==> src/rtl/ps2_host_tx.sv <==
// PS/2 host-to-device transmitter: inhibit, request-to-send, 11-bit frame shift, device ACK.
// Optional define PS2_TX_FILTER_EN inserts an 8-sample stability filter on ps2_clk ahead of edge detection.
module ps2_host_tx #(
  parameter int INHIBIT_CYCLES = 10000,
  parameter int TIMEOUT_CYCLES = 2000000
) (
  input  logic       clk,
  input  logic       rst,
  input  logic [7:0] tx_data,
  input  logic       tx_valid,
  output logic       tx_ready,
  input  logic       ps2_clk_i,
  input  logic       ps2_data_i,
  output logic       ps2_clk_oe,
  output logic       ps2_data_oe,
  output logic       busy,
  output logic       tx_done,
  output logic       tx_err
);

  localparam int IW = $clog2(INHIBIT_CYCLES + 1);
  localparam int TW = $clog2(TIMEOUT_CYCLES + 1);
  localparam logic [IW-1:0] INH_LAST = IW'(INHIBIT_CYCLES - 1);
  localparam logic [TW-1:0] TO_LAST  = TW'(TIMEOUT_CYCLES - 1);

  typedef enum logic [2:0] {IDLE, INHIBIT, START, SEND, ACK, WAIT_REL} state_t;

  state_t        state, state_nx;
  logic [10:0]   frame, frame_nx;
  logic [3:0]    idx, idx_nx;
  logic [IW-1:0] inh_cnt, inh_nx;
  logic [TW-1:0] to_cnt, to_nx;
  logic          done_nx, err_nx, data_oe_nx, to_hit;

  logic clk_s1, clk_s2, data_s1, data_s2, clk_lvl, clk_prev, fe;

  always_ff @(posedge clk) begin
    if (!rst) begin
      clk_s1   <= 1'b1;
      clk_s2   <= 1'b1;
      data_s1  <= 1'b1;
      data_s2  <= 1'b1;
      clk_prev <= 1'b1;
    end else begin
      clk_s1   <= ps2_clk_i;
      clk_s2   <= clk_s1;
      data_s1  <= ps2_data_i;
      data_s2  <= data_s1;
      clk_prev <= clk_lvl;
    end
  end

`ifdef PS2_TX_FILTER_EN
  logic       clk_filt;
  logic [2:0] filt_cnt;

  // Level follows the synchronised clock only after 8 consecutive samples disagree with it.
  always_ff @(posedge clk) begin
    if (!rst) begin
      clk_filt <= 1'b1;
      filt_cnt <= '0;
    end else if (clk_s2 == clk_filt) begin
      filt_cnt <= '0;
    end else if (filt_cnt == 3'd7) begin
      clk_filt <= clk_s2;
      filt_cnt <= '0;
    end else begin
      filt_cnt <= filt_cnt + 1'b1;
    end
  end

  assign clk_lvl = clk_filt;
`else
  assign clk_lvl = clk_s2;
`endif

  assign fe     = clk_prev & ~clk_lvl;
  assign to_hit = (to_cnt == TO_LAST);

  // Handshake: tx_data is taken on a cycle where tx_valid and tx_ready are both high;
  // tx_valid is a don't-care whenever tx_ready is low.
  always_comb begin
    state_nx   = state;
    frame_nx   = frame;
    idx_nx     = idx;
    inh_nx     = inh_cnt;
    to_nx      = to_cnt;
    done_nx    = 1'b0;
    err_nx     = 1'b0;
    data_oe_nx = 1'b0;
    case (state)
      IDLE: begin
        if (tx_valid && tx_ready) begin
          // Frame bit 0 is the start bit, so idx tracks the falling-edge count directly.
          frame_nx = {1'b1, ~^tx_data, tx_data, 1'b0};
          inh_nx   = '0;
          state_nx = INHIBIT;
        end
      end
      INHIBIT: begin
        if (inh_cnt == INH_LAST) state_nx = START;
        else                     inh_nx   = inh_cnt + 1'b1;
      end
      START: begin
        idx_nx   = '0;
        to_nx    = '0;
        state_nx = SEND;
      end
      SEND: begin
        if (to_hit) begin
          err_nx   = 1'b1;
          state_nx = IDLE;
        end else begin
          to_nx = to_cnt + 1'b1;
          if (fe) begin
            idx_nx = idx + 1'b1;
            if (idx == 4'd9) state_nx = ACK;
          end
        end
      end
      ACK: begin
        if (to_hit) begin
          err_nx   = 1'b1;
          state_nx = IDLE;
        end else begin
          to_nx = to_cnt + 1'b1;
          if (fe) begin
            if (data_s2) begin
              err_nx   = 1'b1;
              state_nx = IDLE;
            end else begin
              state_nx = WAIT_REL;
            end
          end
        end
      end
      WAIT_REL: begin
        if (to_hit) begin
          err_nx   = 1'b1;
          state_nx = IDLE;
        end else begin
          to_nx = to_cnt + 1'b1;
          if (clk_lvl && data_s2) begin
            done_nx  = 1'b1;
            state_nx = IDLE;
          end
        end
      end
      default: state_nx = IDLE;
    endcase
    data_oe_nx = (state_nx == START) || ((state_nx == SEND) && !frame_nx[idx_nx]);
  end

  always_ff @(posedge clk) begin
    if (!rst) begin
      state       <= IDLE;
      frame       <= '0;
      idx         <= '0;
      inh_cnt     <= '0;
      to_cnt      <= '0;
      tx_ready    <= 1'b0;
      ps2_clk_oe  <= 1'b0;
      ps2_data_oe <= 1'b0;
      busy        <= 1'b0;
      tx_done     <= 1'b0;
      tx_err      <= 1'b0;
    end else begin
      state       <= state_nx;
      frame       <= frame_nx;
      idx         <= idx_nx;
      inh_cnt     <= inh_nx;
      to_cnt      <= to_nx;
      tx_ready    <= (state_nx == IDLE);
      ps2_clk_oe  <= (state_nx == INHIBIT) || (state_nx == START);
      ps2_data_oe <= data_oe_nx;
      busy        <= (state_nx != IDLE);
      tx_done     <= done_nx;
      tx_err      <= err_nx;
    end
  end

endmodule

==> config.mk <==
export PLATFORM = sky130hd
export DESIGN_NAME = ps2_host_tx
export DESIGN_NICKNAME = d
export VERILOG_FILES = /design/src/rtl/ps2_host_tx.sv
export SDC_FILE = /design/constraint.sdc
export NUM_CORES = 1
export LEC_CHECK = 0
export CORE_MARGIN = 4
export CORE_UTILIZATION = 35
export CTS_BUF_LIST = sky130_fd_sc_hd__clkbuf_8
export CTS_CLUSTER_SIZE = 16
export DETAILED_ROUTE_END_ITERATION = 10
export SLEW_MARGIN = 20
export SYNTH_ARGS = -nofsm -noshare
export SYNTH_HDL_FRONTEND = slang
export SYNTH_SLANG_ARGS = --single-unit
==> constraint.sdc <==
create_clock -name clk -period 2.6 [get_ports clk]
set_input_delay 0.26 -clock clk [delete_from_list [all_inputs] [get_ports clk]]
set_output_delay 0.26 -clock clk [all_outputs]
set_load 0.05 [all_outputs]
==> flow_summary.json, run 1 <==
{
  "run_status": "finished, final reports clean",
  "cellInternalPower_w": 0.00180,
  "synth_fp_nets": 406,
  "share_seq_of_total_power_pct": 43.6,
  "final_net_count": 433,
  "critical_path.max_fanout": 7,
  "grt_pass1_wl_mm": 13.2,
  "power.static_leakage_nw": 1.44,
  "switching_power_w": 0.000516,
  "cts_resized": 0,
  "finalWorstPathRequiredPeriod_ps": 2350,
  "detail_route.first_pass.iterations": 4,
  "ir_worst_vdd_uv": 334,
  "synth_commonest_cells": "sky130_fd_sc_hd__dfxtp_1, sky130_fd_sc_hd__nor2_1, sky130_fd_sc_hd__nand2_1",
  "boundaryPins": 19,
  "yosysUniqueCellTypes": 60,
  "cp-end-kind": "flop",
  "synth_flop_cell": "sky130_fd_sc_hd__dfxtp_1",
  "postLayoutCoreUtil_pct": 42.8,
  "post-synth-top-area-fraction_pct": 38.7,
  "flow.area_growth_from_synthesis_pct": 19.4,
  "critPathSlowestCell": "sky130_fd_sc_hd__a211oi_2",
  "cts_max_level": 3,
  "cap_violations": 0,
  "placed_area_sq_um": 3690,
  "numPortBuffers": 18,
  "core_area_sq_um": 9240,
  "fmax_mhz": 425,
  "synthArstFlopShare_pct": 0,
  "cts_tree": "built",
  "report.final.setup_viol": 0,
  "route.detailed.drc": 0,
  "detailedPlacementHpwl_mm": 5.22,
  "number_of_nets_with_antenna_violations_after_routing": 0,
  "drt-total-wl_mm": 7.39,
  "globalplace.congestion": 0.825,
  "grt_start_max_net_pins": 21,
  "worst_path_cell_chain": "nor4b_4, and4_1, a2111oi_2, a211oi_2, and4_1, o21ai_0, nand4_1, o211ai_1",
  "worst_ep_arrival_ps": 2570,
  "power.share.combinational_pct": 8.4,
  "share_of_cells_above_drive_strength_1_pct": 10.9,
  "cts.path.max_buffers": 2,
  "grt_setup_unrepaired": "no",
  "timing_max_transition_violations_final": 0,
  "critPathMaxStageDelay_ps": 430,
  "design.die.area_sq_um": 11100,
  "synthMostInstantiatedCell": "sky130_fd_sc_hd__dfxtp_1",
  "die_y_um": 105,
  "die_width_um": 105,
  "clock_power_share_pct": 47.9,
  "post_drt_via_cell_ratio": 5.06,
  "worstHoldPathType": "flop to flop",
  "cts.clk_slew.worst_paths_ps": 70,
  "grt_overflow": 0,
  "hold_buffers": 0,
  "critical_setup_path_class": "flop to flop",
  "floorplan.rows": 35,
  "syn_avg_cell_area_sq_um": 8.51,
  "via_count": 2784,
  "relSlewSlack_pct": 56.7,
  "cts-buffers-inserted": 9,
  "insertedDiodeCount": 0,
  "gr-usage-all-layers_pct": 14.3,
  "critical_path.most_common_cell": "sky130_fd_sc_hd__and4_1",
  "startpoint_type": "flop",
  "fin_worst_skew_ps": 8.24,
  "crit_buf_inv": 0,
  "synth_edf_count": 0,
  "start_util_pct": 35.8,
  "timing_worst_slew_pin_value_ps": 646,
  "cts_sinks": 64,
  "post-route-cell-area_sq_um": 3950,
  "yosysSeqAreaShare_pct": 38.7,
  "clk_root_buffer_cell": "sky130_fd_sc_hd__clkbuf_8",
  "ys_top_cells_by_area": "sky130_fd_sc_hd__dfxtp_1, sky130_fd_sc_hd__nor2_1, sky130_fd_sc_hd__xor2_1",
  "timing.critical_path.max_delay_family": "simple AND/OR/NAND/NOR gates",
  "initialDrtViolationCount": 156,
  "ys_ff_latch": 64,
  "first_global_vias": 2828,
  "fin_worst_hold_slack_ps": 409,
  "antenna_violations_before_repair": 0,
  "clock_insertion_delay_worst_skew_ps": 340,
  "cp.required_ps": 2810,
  "yosys_warnings": 0,
  "fin_setup_tns_ps": 0,
  "powerDensity_nw_per_um2": 587,
  "synth.cell_area_sq_um": 3310,
  "p_sw_share_pct": 22.2,
  "cell_accounting_for_the_most_synthesized_area": "sky130_fd_sc_hd__dfxtp_1",
  "route.detailed.wl_per_inst_um": 13.4,
  "final_worst_path_cycle_share_pct": 90.5,
  "final_hold_viol_count": 0,
  "post_synth_inst_count": 389,
  "cts_setup_buffers": 0,
  "fillers": 903
}
## layer usage
metal / vias up / track usage (%) / part of all wire (%)
met4: 0 / 5.25 / 0.55
li1: 1429 / - / -
met1: 1304 / 19.9 / 51
met2: 49 / 21.1 / 44
met5: - / 0 / 0
met3: 2 / 3.80 / 4.2
## placed cells by master, fill, tap and decap left out, types with 2 or more instances in the layout
cell type and n:
sky130_fd_sc_hd__dfxtp_1 64, sky130_fd_sc_hd__nor2_1 54, sky130_fd_sc_hd__nand2_1 37, sky130_fd_sc_hd__nand3_1 23, sky130_fd_sc_hd__a21oi_1 23, sky130_fd_sc_hd__xor2_1 21
sky130_fd_sc_hd__clkdlybuf4s50_1 18, sky130_fd_sc_hd__and3_1 13, sky130_fd_sc_hd__o21ai_0 12, sky130_fd_sc_hd__nor3_1 12, sky130_fd_sc_hd__clkbuf_8 12, sky130_fd_sc_hd__xnor2_1 11
sky130_fd_sc_hd__buf_4 11, sky130_fd_sc_hd__nand2b_1 8, sky130_fd_sc_hd__nand4_1 7, sky130_fd_sc_hd__nor2b_1 7, sky130_fd_sc_hd__mux2i_1 7, sky130_fd_sc_hd__or3_1 6
sky130_fd_sc_hd__and2_1 6, sky130_fd_sc_hd__inv_1 5, sky130_fd_sc_hd__o211ai_1 5, sky130_fd_sc_hd__ha_1 4, sky130_fd_sc_hd__nor3_2 3, sky130_fd_sc_hd__a21o_1 3
sky130_fd_sc_hd__nor4_1 3, sky130_fd_sc_hd__bufinv_16 3, sky130_fd_sc_hd__nor4b_4 2, sky130_fd_sc_hd__nand4_2 2, sky130_fd_sc_hd__and4_1 2, sky130_fd_sc_hd__a211o_1 2
sky130_fd_sc_hd__o31ai_1 2, sky130_fd_sc_hd__a31oi_1 2
## power groups by stage
stage          combinational (W)  clock (W)  sequential (W)
2_1_floorplan           0.000112          0         0.00105
3_3_place_gp            0.000196          0         0.00103
3_5_place_dp            0.000197          0         0.00103
4_1_cts                 0.000198    0.00114         0.00101
5_1_grt                 0.000215    0.00119         0.00101
6_report                0.000196    0.00111         0.00101
## stage by stage
stage | total power [W] | worst slack (ps) | instances
6_report | 0.00232 | 247 | 550
5_1_grt | 0.00242 | 33.5 | 550
4_1_cts | 0.00235 | 249 | 550
3_5_place_dp | 0.00123 | 105 | 534
3_3_place_gp | 0.00123 | 173 | 534
2_1_floorplan | 0.00116 | 350 | 389
## area by class of cell
cell class | instances | area, sq um | area share (%)
multi-input cells | 305 | 1940 | 49.1
repair buffers | 30 | 283 | 7.15
flip-flops and latches | 64 | 1280 | 32.4
clock inverters | 4 | 98.8 | 2.50
inverters | 6 | 22.5 | 0.570
well taps | 129 | 161 | 4.08
clock buffers | 12 | 165 | 4.18
## flip-flops by register name (all words and copies together), names as in the netlist
| name | cells |
|---|---|
| data_s2 | 1 |
| data_s1 | 1 |
| ps2_data_oe | 1 |
| to_cnt | 21 |
| clk_s1 | 1 |
| busy | 1 |
| ps2_clk_oe | 1 |
| idx | 4 |
| tx_done | 1 |
| clk_lvl | 1 |
| tx_err | 1 |
| inh_cnt | 14 |
| tx_ready | 1 |
| clk_prev | 1 |
| frame | 11 |
| state | 3 |
## worst reg2reg max path, stage by stage (launching register included)
cell,delay [ps]
sky130_fd_sc_hd__dfxtp_1,360
sky130_fd_sc_hd__nor4b_4,320
sky130_fd_sc_hd__and4_1,400
sky130_fd_sc_hd__a2111oi_2,130
sky130_fd_sc_hd__a211oi_2,440
sky130_fd_sc_hd__and4_1,260
sky130_fd_sc_hd__o21ai_0,100
sky130_fd_sc_hd__nand4_1,140
sky130_fd_sc_hd__o211ai_1,90
## cells by family (layout without fill, tap and decap cells)
family                   count (synthesis)  count (layout)  synth area share [%]
AND/OR/NAND/NOR                        194             194                  31.7
AO/OA/AOI/OAI                           68              68                  14.8
flip-flops                              64              64                  38.7
XOR/XNOR                                32              32                  8.47
buffers and inverters                   20              52                  2.65
multiplexers                             7               7                  2.12
adder cells (fa/ha/maj)                  4               4                  1.51
## path summary, 6_finish.rpt
kind             start     endpoint  slack, ps  depth (start not counted)
min reg2reg     clk_s1      clk_lvl        410                          1
min             clk_s1      clk_lvl        410                          1
max reg2reg  to_cnt[7]  ps2_data_oe        250                          8
max          to_cnt[7]  ps2_data_oe        250                          8
No activity file was read; power rests on OpenSTA's default activity.
==> inputs of run 2 (changes only) <==
GPL_TIMING_DRIVEN = 0   (was unset)
==> run 2 against run 1 <==
Compared with the run above:
- register-to-register slack lost 40 ps
- die area is the same
- sequential share of layout area grew 0.74 points
- clock skew grew 2.6 ps
- via count grew 1.4%
- combinational power shrank 3%
- clock power shrank 20%
- cell count grew 0.18%
- sequential cell count is the same
- largest cell class unchanged
- worst setup slack lost 37 ps
- first-iteration DRC count grew 22%
==> flow_summary.json, run 2 (synthesis results as in run 1) <==
{
  "run_status": "finished, final reports clean",
  "gr-usage-all-layers_pct": 14.1,
  "antenna_violations_before_repair": 0,
  "cap_violations": 0,
  "met2RoutedLength_mm": 3.16,
  "critical_setup_path_class": "flop to flop",
  "design.die.area_sq_um": 11100,
  "timing_worst_slew_pin_value_ps": 888,
  "startpoint_type": "flop",
  "clock_insertion_delay_worst_skew_ps": 340,
  "route.layer.met1.wl_mm": 3.80,
  "cts.path.max_buffers": 2,
  "critical_path.max_fanout": 7,
  "die_width_um": 105,
  "cts_resized": 0,
  "cp-end-kind": "flop",
  "numPortBuffers": 18,
  "flow.area_growth_from_synthesis_pct": 16.7,
  "globalplace.congestion": 0.825,
  "max_flop_register": "to_cnt",
  "boundaryPins": 19,
  "insertedDiodeCount": 0,
  "pre_cts_ws_ps": 3.14,
  "share_of_cells_above_drive_strength_1_pct": 9.48,
  "cts_sinks": 64,
  "detailedPlacementHpwl_mm": 5.22,
  "powerDensity_nw_per_um2": 541,
  "layout_top_registers": "to_cnt (21), inh_cnt (14), frame (11)",
  "relSlewSlack_pct": 40.4,
  "clk_root_buffer_cell": "sky130_fd_sc_hd__clkbuf_8",
  "grt_pass1_wl_mm": 12.9,
  "route.detailed.wl_per_inst_um": 13.4,
  "drt-total-wl_mm": 7.37,
  "die_y_um": 105,
  "timing_max_transition_violations_final": 0,
  "first_global_vias": 2746,
  "report.final.setup_viol": 0,
  "cts-buffers-inserted": 9,
  "design_power_total_w": 0.00209,
  "hold_buffers": 0,
  "most_common_cell_after_layout_fill_and_taps_aside": "sky130_fd_sc_hd__dfxtp_1",
  "fmax_mhz": 418,
  "cp.required_ps": 2820,
  "maxUsedRoutingLayer": "met4",
  "max_ffs_per_register": 21,
  "number_of_nets_with_antenna_violations_after_routing": 0,
  "worst_ep_arrival_ps": 2610,
  "fin_setup_tns_ps": 0,
  "worstHoldPathType": "flop to flop",
  "detail_route.first_pass.iterations": 4,
  "layout_common_cells": "sky130_fd_sc_hd__dfxtp_1, sky130_fd_sc_hd__nor2_1, sky130_fd_sc_hd__nand2_1, sky130_fd_sc_hd__a21oi_1, sky130_fd_sc_hd__nand3_1",
  "grt_setup_unrepaired": "no",
  "power.static_leakage_nw": 1.39,
  "grt_overflow": 0,
  "final_net_count": 435,
  "fin_worst_skew_ps": 10.8,
  "via_count": 2822,
  "detailroute.wirelength.met3_um": 295,
  "cts_max_level": 3,
  "floorplan.rows": 35,
  "cts.clk_slew.worst_paths_ps": 70,
  "start_util_pct": 35.8,
  "route.detailed.drc": 0,
  "initialDrtViolationCount": 190,
  "finalNonFillerCells": 551,
  "grt_start_max_net_pins": 11,
  "post_drt_via_cell_ratio": 5.12,
  "core_area_sq_um": 9240,
  "finalWorstPathRequiredPeriod_ps": 2390,
  "cts_tree": "built",
  "cts_setup_buffers": 0,
  "final_worst_path_cycle_share_pct": 91.9,
  "final_hold_viol_count": 0,
  "dp.cells": 536,
  "finalWorstSetupSlack_ps": 210,
  "postLayoutCoreUtil_pct": 41.8,
  "ir_worst_vdd_uv": 239
}
## run 2: changes by cell type in the layout (fill, tap and decap cells not counted), moves of 2 or more
cell	change
sky130_fd_sc_hd__clkinv_2	+2
sky130_fd_sc_hd__buf_4	-9
sky130_fd_sc_hd__clkbuf_8	-3
sky130_fd_sc_hd__buf_2	+4
sky130_fd_sc_hd__inv_1	+2
sky130_fd_sc_hd__clkbuf_1	+8
## run 2: power breakdown
part / leakage (nW) / switching [W] / internal (W) / total [W]
clock: 0.111 / 0.000365 / 0.000524 / 0.000889
combinational: 0.761 / 0.000113 / 0.0000779 / 0.000191
sequential: 0.518 / 0.0000106 / 0.00100 / 0.00101
## run 2: worst max-delay path: stages (launching register included)
cell	delay, ps
sky130_fd_sc_hd__dfxtp_1	370
sky130_fd_sc_hd__ha_1	200
sky130_fd_sc_hd__and3_1	210
sky130_fd_sc_hd__and2b_1	300
sky130_fd_sc_hd__a2111oi_2	120
sky130_fd_sc_hd__a211oi_2	460
sky130_fd_sc_hd__and4_1	270
sky130_fd_sc_hd__o21ai_0	100
sky130_fd_sc_hd__nand4_1	140
sky130_fd_sc_hd__o211ai_1	100
## run 2: worst paths after layout
| check | from | endpoint | slack, ps | cells past startpoint |
|---|---|---|---|---|
| setup / recovery | to_cnt[0] | ps2_data_oe | 210 | 9 |
| setup reg to reg | to_cnt[0] | ps2_data_oe | 210 | 9 |
| hold / removal | clk_s1 | clk_lvl | 420 | 1 |
| hold reg to reg | clk_s1 | clk_lvl | 420 | 1 |
## run 2: cell type report
class	instances	area [sq um]
sequential	64	1280
inverter	6	26.3
fill	920	5380
tap	129	161
timing repair buffer	18	180
clock buffer	9	124
multi-input combinational	305	1950
clock inverter	6	77.6
buffer	14	65.1
## run 2: routing by layer
metal,global-route usage (%),up-vias
li1,-,1437
met1,19.7,1321
met2,21.4,54
met3,3.49,10
met4,4.50,0
met5,0,-
## run 2: through the flow
stage,hold slack [ps],cell area (sq um)
after floorplan,361,3310
after global placement,390,3650
after detailed placement,400,3650
after CTS,416,3850
after global routing,432,3860
final,416,3860
